--- config.mk ---
export PLATFORM = sky130hd
export DESIGN_NAME = id_ex_pipeline_register
export DESIGN_NICKNAME = d
export VERILOG_FILES = /design/src/rtl/id_ex_pipeline_register.sv
export SDC_FILE = /design/constraint.sdc
export NUM_CORES = 1
export LEC_CHECK = 0
export CAP_MARGIN = 10
export CORE_UTILIZATION = 38
export DETAILED_ROUTE_END_ITERATION = 7
export GPL_TIMING_DRIVEN = 0
export PLACE_DENSITY = 0.86
export SYNTH_ARGS = -nofsm -noshare
export SYNTH_HDL_FRONTEND = slang
export SYNTH_SLANG_ARGS = --single-unit
--- constraint.sdc ---
create_clock -name clk -period 1.4 [get_ports clk]
set_input_delay 0.28 -clock clk [delete_from_list [all_inputs] [get_ports clk]]
set_output_delay 0.28 -clock clk [all_outputs]
set_load 0.05 [all_outputs]
--- src/rtl/id_ex_pipeline_register.sv ---
// ID/EX pipeline register: carries decode operands, register addresses and control into EX,
// with flush/bubble/hold handling and a saturating count of inserted bubbles.
module id_ex_pipeline_register #(
    parameter int DATA_WIDTH     = 32,
    parameter int REG_ADDR_WIDTH = 5,
    parameter int CTRL_WIDTH     = 10,
    parameter int COUNT_WIDTH    = 16
) (
    input  logic                      clk,
    input  logic                      reset,
    input  logic                      Bubble,
    input  logic                      Flush,
    input  logic                      Enable,
    input  logic [DATA_WIDTH-1:0]     ID_PC4,
    input  logic [DATA_WIDTH-1:0]     ID_ReadData1,
    input  logic [DATA_WIDTH-1:0]     ID_ReadData2,
    input  logic [DATA_WIDTH-1:0]     ID_Immediate,
    input  logic [REG_ADDR_WIDTH-1:0] ID_Rs,
    input  logic [REG_ADDR_WIDTH-1:0] ID_Rt,
    input  logic [REG_ADDR_WIDTH-1:0] ID_Rd,
    input  logic [CTRL_WIDTH-1:0]     ID_Ctrl,
    output logic [DATA_WIDTH-1:0]     EX_PC4,
    output logic [DATA_WIDTH-1:0]     EX_ReadData1,
    output logic [DATA_WIDTH-1:0]     EX_ReadData2,
    output logic [DATA_WIDTH-1:0]     EX_Immediate,
    output logic [REG_ADDR_WIDTH-1:0] EX_Rs,
    output logic [REG_ADDR_WIDTH-1:0] EX_Rt,
    output logic [REG_ADDR_WIDTH-1:0] EX_Rd,
    output logic [CTRL_WIDTH-1:0]     EX_Ctrl,
    output logic                      EX_Valid,
    output logic                      IDEX_MemRead,
    output logic [REG_ADDR_WIDTH-1:0] IDEX_Rt,
    output logic [COUNT_WIDTH-1:0]    BubbleCount
);

    localparam int MEMREAD_BIT = 7;

    function automatic logic [COUNT_WIDTH-1:0] sat_inc(input logic [COUNT_WIDTH-1:0] v);
        return (&v) ? v : v + {{(COUNT_WIDTH-1){1'b0}}, 1'b1};
    endfunction

    // ID -> EX stage boundary
    always_ff @(posedge clk or negedge reset) begin
        if (!reset) begin
            EX_PC4       <= '0;
            EX_ReadData1 <= '0;
            EX_ReadData2 <= '0;
            EX_Immediate <= '0;
            EX_Rs        <= '0;
            EX_Rt        <= '0;
            EX_Rd        <= '0;
            EX_Ctrl      <= '0;
            EX_Valid     <= 1'b0;
            BubbleCount  <= '0;
        end else if (Flush) begin
            EX_PC4       <= '0;
            EX_ReadData1 <= '0;
            EX_ReadData2 <= '0;
            EX_Immediate <= '0;
            EX_Rs        <= '0;
            EX_Rt        <= '0;
            EX_Rd        <= '0;
            EX_Ctrl      <= '0;
            EX_Valid     <= 1'b0;
        end else if (Bubble) begin
            // Operands still advance so forwarding/hazard logic sees consistent addresses;
            // only the control word is killed. Takes effect even during a global hold.
            EX_PC4       <= ID_PC4;
            EX_ReadData1 <= ID_ReadData1;
            EX_ReadData2 <= ID_ReadData2;
            EX_Immediate <= ID_Immediate;
            EX_Rs        <= ID_Rs;
            EX_Rt        <= ID_Rt;
            EX_Rd        <= ID_Rd;
            EX_Ctrl      <= '0;
            EX_Valid     <= 1'b0;
            BubbleCount  <= sat_inc(BubbleCount);
        end else if (Enable) begin
            EX_PC4       <= ID_PC4;
            EX_ReadData1 <= ID_ReadData1;
            EX_ReadData2 <= ID_ReadData2;
            EX_Immediate <= ID_Immediate;
            EX_Rs        <= ID_Rs;
            EX_Rt        <= ID_Rt;
            EX_Rd        <= ID_Rd;
            EX_Ctrl      <= ID_Ctrl;
            EX_Valid     <= 1'b1;
        end
    end

    assign IDEX_MemRead = EX_Ctrl[MEMREAD_BIT];
    assign IDEX_Rt      = EX_Rt;

endmodule

==> results of run 1 <==
-- worst reg2reg max path, delay by kind of cell, from the launching register on --
kind,cells,cell delay (ps)
and+or+nand+nor,3,490
DFF,1,390
buffers and inverters,2,360
xor gates and xnor gates,1,150
-- registers in the layout, indices dropped and copies added (netlist names) --
| name | cells |
|---|---|
| BubbleCount | 16 |
| EX_ReadData2 | 32 |
| EX_Rd | 5 |
| EX_Ctrl | 10 |
| EX_Valid | 1 |
| EX_Rt | 5 |
| EX_Rs | 5 |
| EX_Immediate | 32 |
| EX_ReadData1 | 32 |
| EX_PC4 | 32 |
-- area by class of cell --
cell class	instances	area, um2	area share, %
Timing Repair Buffer	362	2820	25.3
Multi-Input combinational cell	500	2800	25.1
Antenna cell	1	2.50	0.0224
Tap cell	234	293	2.62
Sequential cell	170	4270	38.3
Clock buffer	20	437	3.91
Clock inverter	12	161	1.45
Inverter	2	7.51	0.0672
Buffer	54	365	3.27
-- power by group --
group          switching, uW  internal (uW)
Sequential               308           5290
Clock                   2040           2830
Combinational           2210           1250
-- logic make-up (layout without fill, tap and decap cells) --
| group | after synthesis | after routing |
|---|---|---|
| flops | 170 | 170 |
| simple gates | 323 | 323 |
| fa+ha+maj | 1 | 1 |
| buf+inv | 56 | 450 |
| other cells | 0 | 1 |
| xor+xnor | 13 | 13 |
| mux | 2 | 2 |
| compound gates | 161 | 161 |
-- worst paths after layout --
path	startpoint	to	slack [ps]
min reg2reg	EX_PC4[15]$_DFFE_PN0P_	EX_PC4[15]$_DFFE_PN0P_	470
min in group clk	Enable	EX_Valid$_DFFE_PN0P_	390
max reg2reg	BubbleCount[13]$_DFFE_PN0P_	BubbleCount[8]$_DFFE_PN0P_	-120
max	BubbleCount[13]$_DFFE_PN0P_	BubbleCount[8]$_DFFE_PN0P_	-120
max in group asynchronous	reset	EX_ReadData2[13]$_DFFE_PN0P_	220
min	reset	EX_Rd[2]$_DFFE_PN0P_	360
-- synthesized netlist by cell type --
library cell  number
ha_1               1
a22o_1            10
mux2_1             1
xnor2_1            2
and2_2             1
inv_1              2
nand4_1            4
buf_2              3
mux2i_1            1
nor2_4             2
clkbuf_2           1
nor3_4             1
nor3_1             4
xor2_1            11
and3_1             1
and3_2             1
o22a_1             1
nor4_2             2
nand3_1            3
nand2b_1         143
o21a_1             1
nor3b_2            1
and4b_2            1
a211oi_1           3
and2b_2            1
o21ai_1           36
nor4_4             1
a21oi_1            2
nand4_4            1
clkbuf_1          26
dfrtp_1          170
buf_4             23
o21ai_0          107
a21boi_2           1
buf_6              1
nand2_1          152
nand4_2            1
nor2_1             3
-- through the flow --
step | power [uW] | area (um2) | util [%] | hold slack [ps]
after CTS | 13900 | 10900 | 58.0 | 357
final | 13900 | 11200 | 59.5 | 360
after floorplan | 7610 | 7320 | - | -15.6
after detailed placement | 9230 | 11000 | 58.5 | 281
after global routing | 14500 | 11200 | 59.5 | 388
after global placement | 9150 | 10900 | 58.3 | 460
-- per-layer routing --
| metal | GRT usage, % | up-vias | share of wire [%] |
|---|---|---|---|
| met5 | 0 | - | 0 |
| met4 | 11.4 | 0 | 3.8 |
| met3 | 5.50 | 62 | 5.0 |
| met2 | 38.7 | 240 | 48 |
| met1 | 30.8 | 3146 | 43 |
| li1 | - | 3136 | - |
-- timing repair --
item / 4_1_cts / 5_1_grt
pin swaps: 7 / 14
setup buffers: 9 / 17
gates resized for setup: 926 / 35
hold buffers: 1 / 0
setup endpoints to repair: 342 / 128
cloned: 1 / 0
hold endpoints to repair: 73 / 0
==> out/results.ini, run 1 <==
[cts]
cts-htree-levels=4
clk_root_buffer_cell=clkbuf_16
clock_latency_ps=410
cts_tree=yes
clock_sinks=170
cts_max_path_buffers=2
cts_buffers=17
cts.clk_slew.worst_paths_ps=70

[critical_path]
required_ps=1690
worstPathMaxFanout=5
path_buf_inv=2
crit_chain=nand4_1, buf_4, nor4_4, buf_6, nor3_2, xor2_1
ff2ff_path_depth=6
critPathLaunchType=flop
cp.arrival_ps=1810
slowest_stage=dfrtp_2
critical_path_class=reg2reg
cpPeakStageDelay_ps=390
path_depth=6
cp-end-kind=flop
path_delay_family=simple AND/OR/NAND/NOR gates

[timing]
hold_viol_final=0
final-max-slew-violation-count=0
fin_ws_ps=-119
rsz0062_at_grt=yes
worst_pin_slew_ps=511
fmax_ghz=0.658
min_period_ps=1520
setup_viol=10
setup_tns_ps=-551
fin_crit_sh_pct=109
relSlewSlack_pct=66.0
fin_skew_ps=5.41

[place]
dp.cells=1294
port_buffers=333
post-place-ws_ps=-992
hpwl_um=17000
routabilityCongestion=0.895

[routing]
drc=0
firstDrtPassIters=5
drtAntennaViolNets=0
vias_per_cell=4.86
vias=6584
wl_um=23700
drt-initial-drc-count=294
post_drt_wl_per_cell_um=17.5

[job]
max_cap_viol_count=0

[yosys]
yosys-top-cells-area=dfrtp_1 58%, nand2b_1 12%, nand2_1 7.8%
synth_cell_types=38
synthXorXnorAreaFrac_pct=1.56
syn_avg_cell_area_um2=10.0
yosys.area.top_type=dfrtp_1
synth_compound_area_share_pct=11.9
synthMuxAreaShare_pct=0.292
synthesis.area_um2=7280
ys_warn_count=0
syn_nets=885
synth-simple-area-share_pct=23.5
synth_top_family_by_area=simple AND/OR/NAND/NOR gates
synth_fa_ha_area_share_pct=0.172
yosysSeqAreaShare_pct=58.4
yosys.area.top_type_share_pct=58.4
synthCells=726
synth_seq_cells=170

[global_routing]
grt_pass1_vias=6688
antenna_found_initial=1
grt_pass1_wl_um=36400
grt_max_degree=98
grt_usage_pct=24.1
overflow=0

[outcome]
failed_checks=setup timing
status=finished, violations left

[floorplan]
die_area_um2=19700
die_y_um=140
die_x_um=140
initial_utilization_pct=38.8
coreArea_um2=18800
rows=50
ios=334

[power]
peakVddDrop_mv=0.724
power_density_nw_per_um2=1250
p_leak_uw=0.00527

[layout]
final_common_cell=buf_2
layout_common_cells=158 x buf_2, 154 x dfrtp_1, 153 x clkdlybuf4s50_1, 152 x nand2_1, 143 x nand2b_1
syn2layout_area_growth_pct=53.3
final_layout_size_suffix_gt1_share_pct=28.2
nNetsFinal=1266
fill_cells=1647
finalNonFillerCells=1355

[hold_path]
hp-class=in2async

No activity file was read; power rests on OpenSTA's default activity.
==> inputs of run 2 (changes only) <==
--- a/config.mk
+++ b/config.mk
@@ -10,6 +10,7 @@
 export DETAILED_ROUTE_END_ITERATION = 7
 export GPL_TIMING_DRIVEN = 0
 export PLACE_DENSITY = 0.86
+export RECOVER_POWER = 50
 export SYNTH_ARGS = -nofsm -noshare
 export SYNTH_HDL_FRONTEND = slang
 export SYNTH_SLANG_ARGS = --single-unit
==> out/results.ini, run 2 (synthesis results as in run 1) <==
[layout]
final_common_cell=buf_2  ; unchanged
final_layout_size_suffix_gt1_share_pct=28.2  ; unchanged
layout_common_cells=159 x buf_2, 154 x dfrtp_1, 153 x clkdlybuf4s50_1, 152 x nand2_1, 143 x nand2b_1  ; was 158 x buf_2, 154 x dfrtp_1, 153 x clkdlybuf4s50_1, 152 x nand2_1, 143 x nand2b_1
syn2layout_area_growth_pct=52.5  ; was 53.3%
stdcell_area_um2=11100  ; was 11,200 um2
fill_cells=1661  ; was 1,647
nNetsFinal=1266  ; unchanged

[place]
dpl-instance-area_um2=11000  ; unchanged
port_buffers=333  ; unchanged
hpwl_um=17000  ; unchanged
routabilityCongestion=0.895  ; unchanged

[critical_path]
cp-end-kind=flop  ; unchanged
r2r_setup_slack_ps=-120  ; about the same
cpPeakStageDelay_ps=390  ; about the same
required_ps=1690  ; about the same
critical_path_class=reg2reg  ; unchanged
critPathLaunchType=flop  ; unchanged
timing.rr.start=BubbleCount[13]$_DFFE_PN0P_  ; unchanged
ff2ff_path_depth=6  ; unchanged
path_delay_family=simple AND/OR/NAND/NOR gates  ; unchanged
cp.arrival_ps=1810  ; about the same
crit_chain=nand4_1, buf_4, nor4_4, buf_6, nor3_2, xor2_1  ; unchanged
path_buf_inv=2  ; unchanged
slowest_stage=dfrtp_2  ; unchanged
worstPathMaxFanout=5  ; unchanged
r2r_end=BubbleCount[8]$_DFFE_PN0P_  ; unchanged

[global_routing]
grt_pass1_wl_um=36400  ; unchanged
grt_pass1_vias=6688  ; unchanged
overflow=0  ; unchanged
grt_max_degree=98  ; unchanged
grt_usage_pct=24.1  ; unchanged
antenna_found_initial=1  ; unchanged

[timing]
relSlewSlack_pct=63.2  ; was 66.0%
rsz0062_at_grt=yes  ; unchanged
min_period_ps=1520  ; about the same
fin_skew_ps=6.46  ; was 5.41 ps
fmax_ghz=0.658  ; about the same
fin_ws_ps=-121  ; was -119 ps
final-max-slew-violation-count=0  ; unchanged
worst_pin_slew_ps=553  ; was 511 ps
setup_viol=10  ; unchanged
fin_crit_sh_pct=109  ; about the same
hold_viol_final=0  ; unchanged
setup_tns_ps=-552  ; was -551 ps

[routing]
vias_per_cell=4.86  ; about the same
wl_um=23700  ; about the same
vias=6582  ; was 6,584
post_drt_wl_per_cell_um=17.5  ; about the same
drtAntennaViolNets=0  ; unchanged
firstDrtPassIters=5  ; unchanged
drt-initial-drc-count=302  ; was 294
drc=0  ; unchanged

[floorplan]
initial_utilization_pct=38.8  ; unchanged
coreArea_um2=18800  ; unchanged
ios=334  ; unchanged
die_x_um=140  ; unchanged
die_area_um2=19700  ; unchanged
die_y_um=140  ; unchanged
rows=50  ; unchanged

[job]
max_cap_viol_count=0  ; unchanged

[cts]
clock_sinks=170  ; unchanged
clk_root_buffer_cell=clkbuf_16  ; unchanged
cts_tree=yes  ; unchanged
cts.clk_slew.worst_paths_ps=70  ; about the same
cts_max_path_buffers=2  ; unchanged
cts_buffers=17  ; unchanged
clock_latency_ps=420  ; was 410 ps
cts-htree-levels=4  ; unchanged

[outcome]
failed_checks=setup timing  ; unchanged
status=finished, violations left  ; unchanged

[hold_path]
hp-class=in2async  ; unchanged

[power]
power_density_nw_per_um2=1250  ; about the same
p_leak_uw=0.00525  ; was 0.00527 uW
peakVddDrop_mv=0.725  ; was 0.724 mV

[run 2: cell count changes in the layout (fill, tap and decap cells not counted)]
| cell | previous run | this run |
|---|---|---|
| clkbuf_4 | 8 | 9 |
| buf_16 | 1 | 0 |
| clkbuf_2 | 17 | 29 |
| buf_2 | 158 | 159 |
| buf_4 | 42 | 30 |
| buf_8 | 7 | 6 |
[run 2: routing by layer]
layer	share of wire (%)	vias to the layer above	track usage, %
li1	-	3134	-
met1	43	3147	30.8
met2	49	239	38.7
met3	5.0	62	5.50
met4	3.8	0	11.4
met5	0	-	0
[run 2: timing repair]
action / 4_1_cts / 5_1_grt
setup endpoints to repair: 342 / 128
cloned: 1 / 0
hold buffers: 1 / 0
gates resized for setup: 926 / 35
setup buffers: 9 / 17
pin swaps: 7 / 14
hold endpoints to repair: 73 / 0
[run 2: area by class of cell]
class | instances | area, um2 | area share, %
sequential | 170 | 4270 | 38.5
antenna | 1 | 2.50 | 0.0225
inverter | 2 | 7.51 | 0.0676
clock inverter | 12 | 161 | 1.45
buffer | 54 | 328 | 2.95
timing repair buffer | 362 | 2800 | 25.2
tap | 234 | 293 | 2.64
clock buffer | 20 | 437 | 3.93
multi-input combinational | 500 | 2800 | 25.2
[run 2: worst max-delay path by stage]
| stage | startpoint | cells after the start | slack, ps | end |
|---|---|---|---|---|
| final | BubbleCount[13]$_DFFE_PN0P_ | 6 | -120 | BubbleCount[8]$_DFFE_PN0P_ |
| after global placement | reset | 1 | -7800 | BubbleCount[4]$_DFFE_PN0P_ |
| after floorplan | BubbleCount[3]$_DFFE_PN0P_ | 4 | -160 | BubbleCount[10]$_DFFE_PN0P_ |
| after detailed placement | Bubble | 5 | -990 | EX_ReadData1[26]$_DFFE_PN0P_ |
| after CTS | BubbleCount[3]$_DFFE_PN0P_ | 4 | -100 | BubbleCount[10]$_DFFE_PN0P_ |
| after global routing | BubbleCount[13]$_DFFE_PN0P_ | 6 | -130 | BubbleCount[8]$_DFFE_PN0P_ |
[run 2: power breakdown]
part | total, uW | switching, uW | internal [uW] | leakage, uW
registers | 5600 | 307 | 5290 | 0.00218
clock network | 4880 | 2050 | 2830 | 0.000282
logic | 3440 | 2210 | 1230 | 0.00279
[run 2: metrics by stage]
| stage | instances | total power, uW | hold WS (ps) | utilization [%] | worst slack [ps] |
|---|---|---|---|---|---|
| after floorplan | 726 | 7610 | -15.6 | - | -162 |
| after global placement | 1293 | 9150 | 460 | 58.3 | -7800 |
| after detailed placement | 1294 | 9230 | 281 | 58.5 | -992 |
| after CTS | 1337 | 13900 | 357 | 58.0 | -98.9 |
| after global routing | 1355 | 14500 | 386 | 59.2 | -131 |
| final | 1355 | 13900 | 356 | 59.2 | -121 |
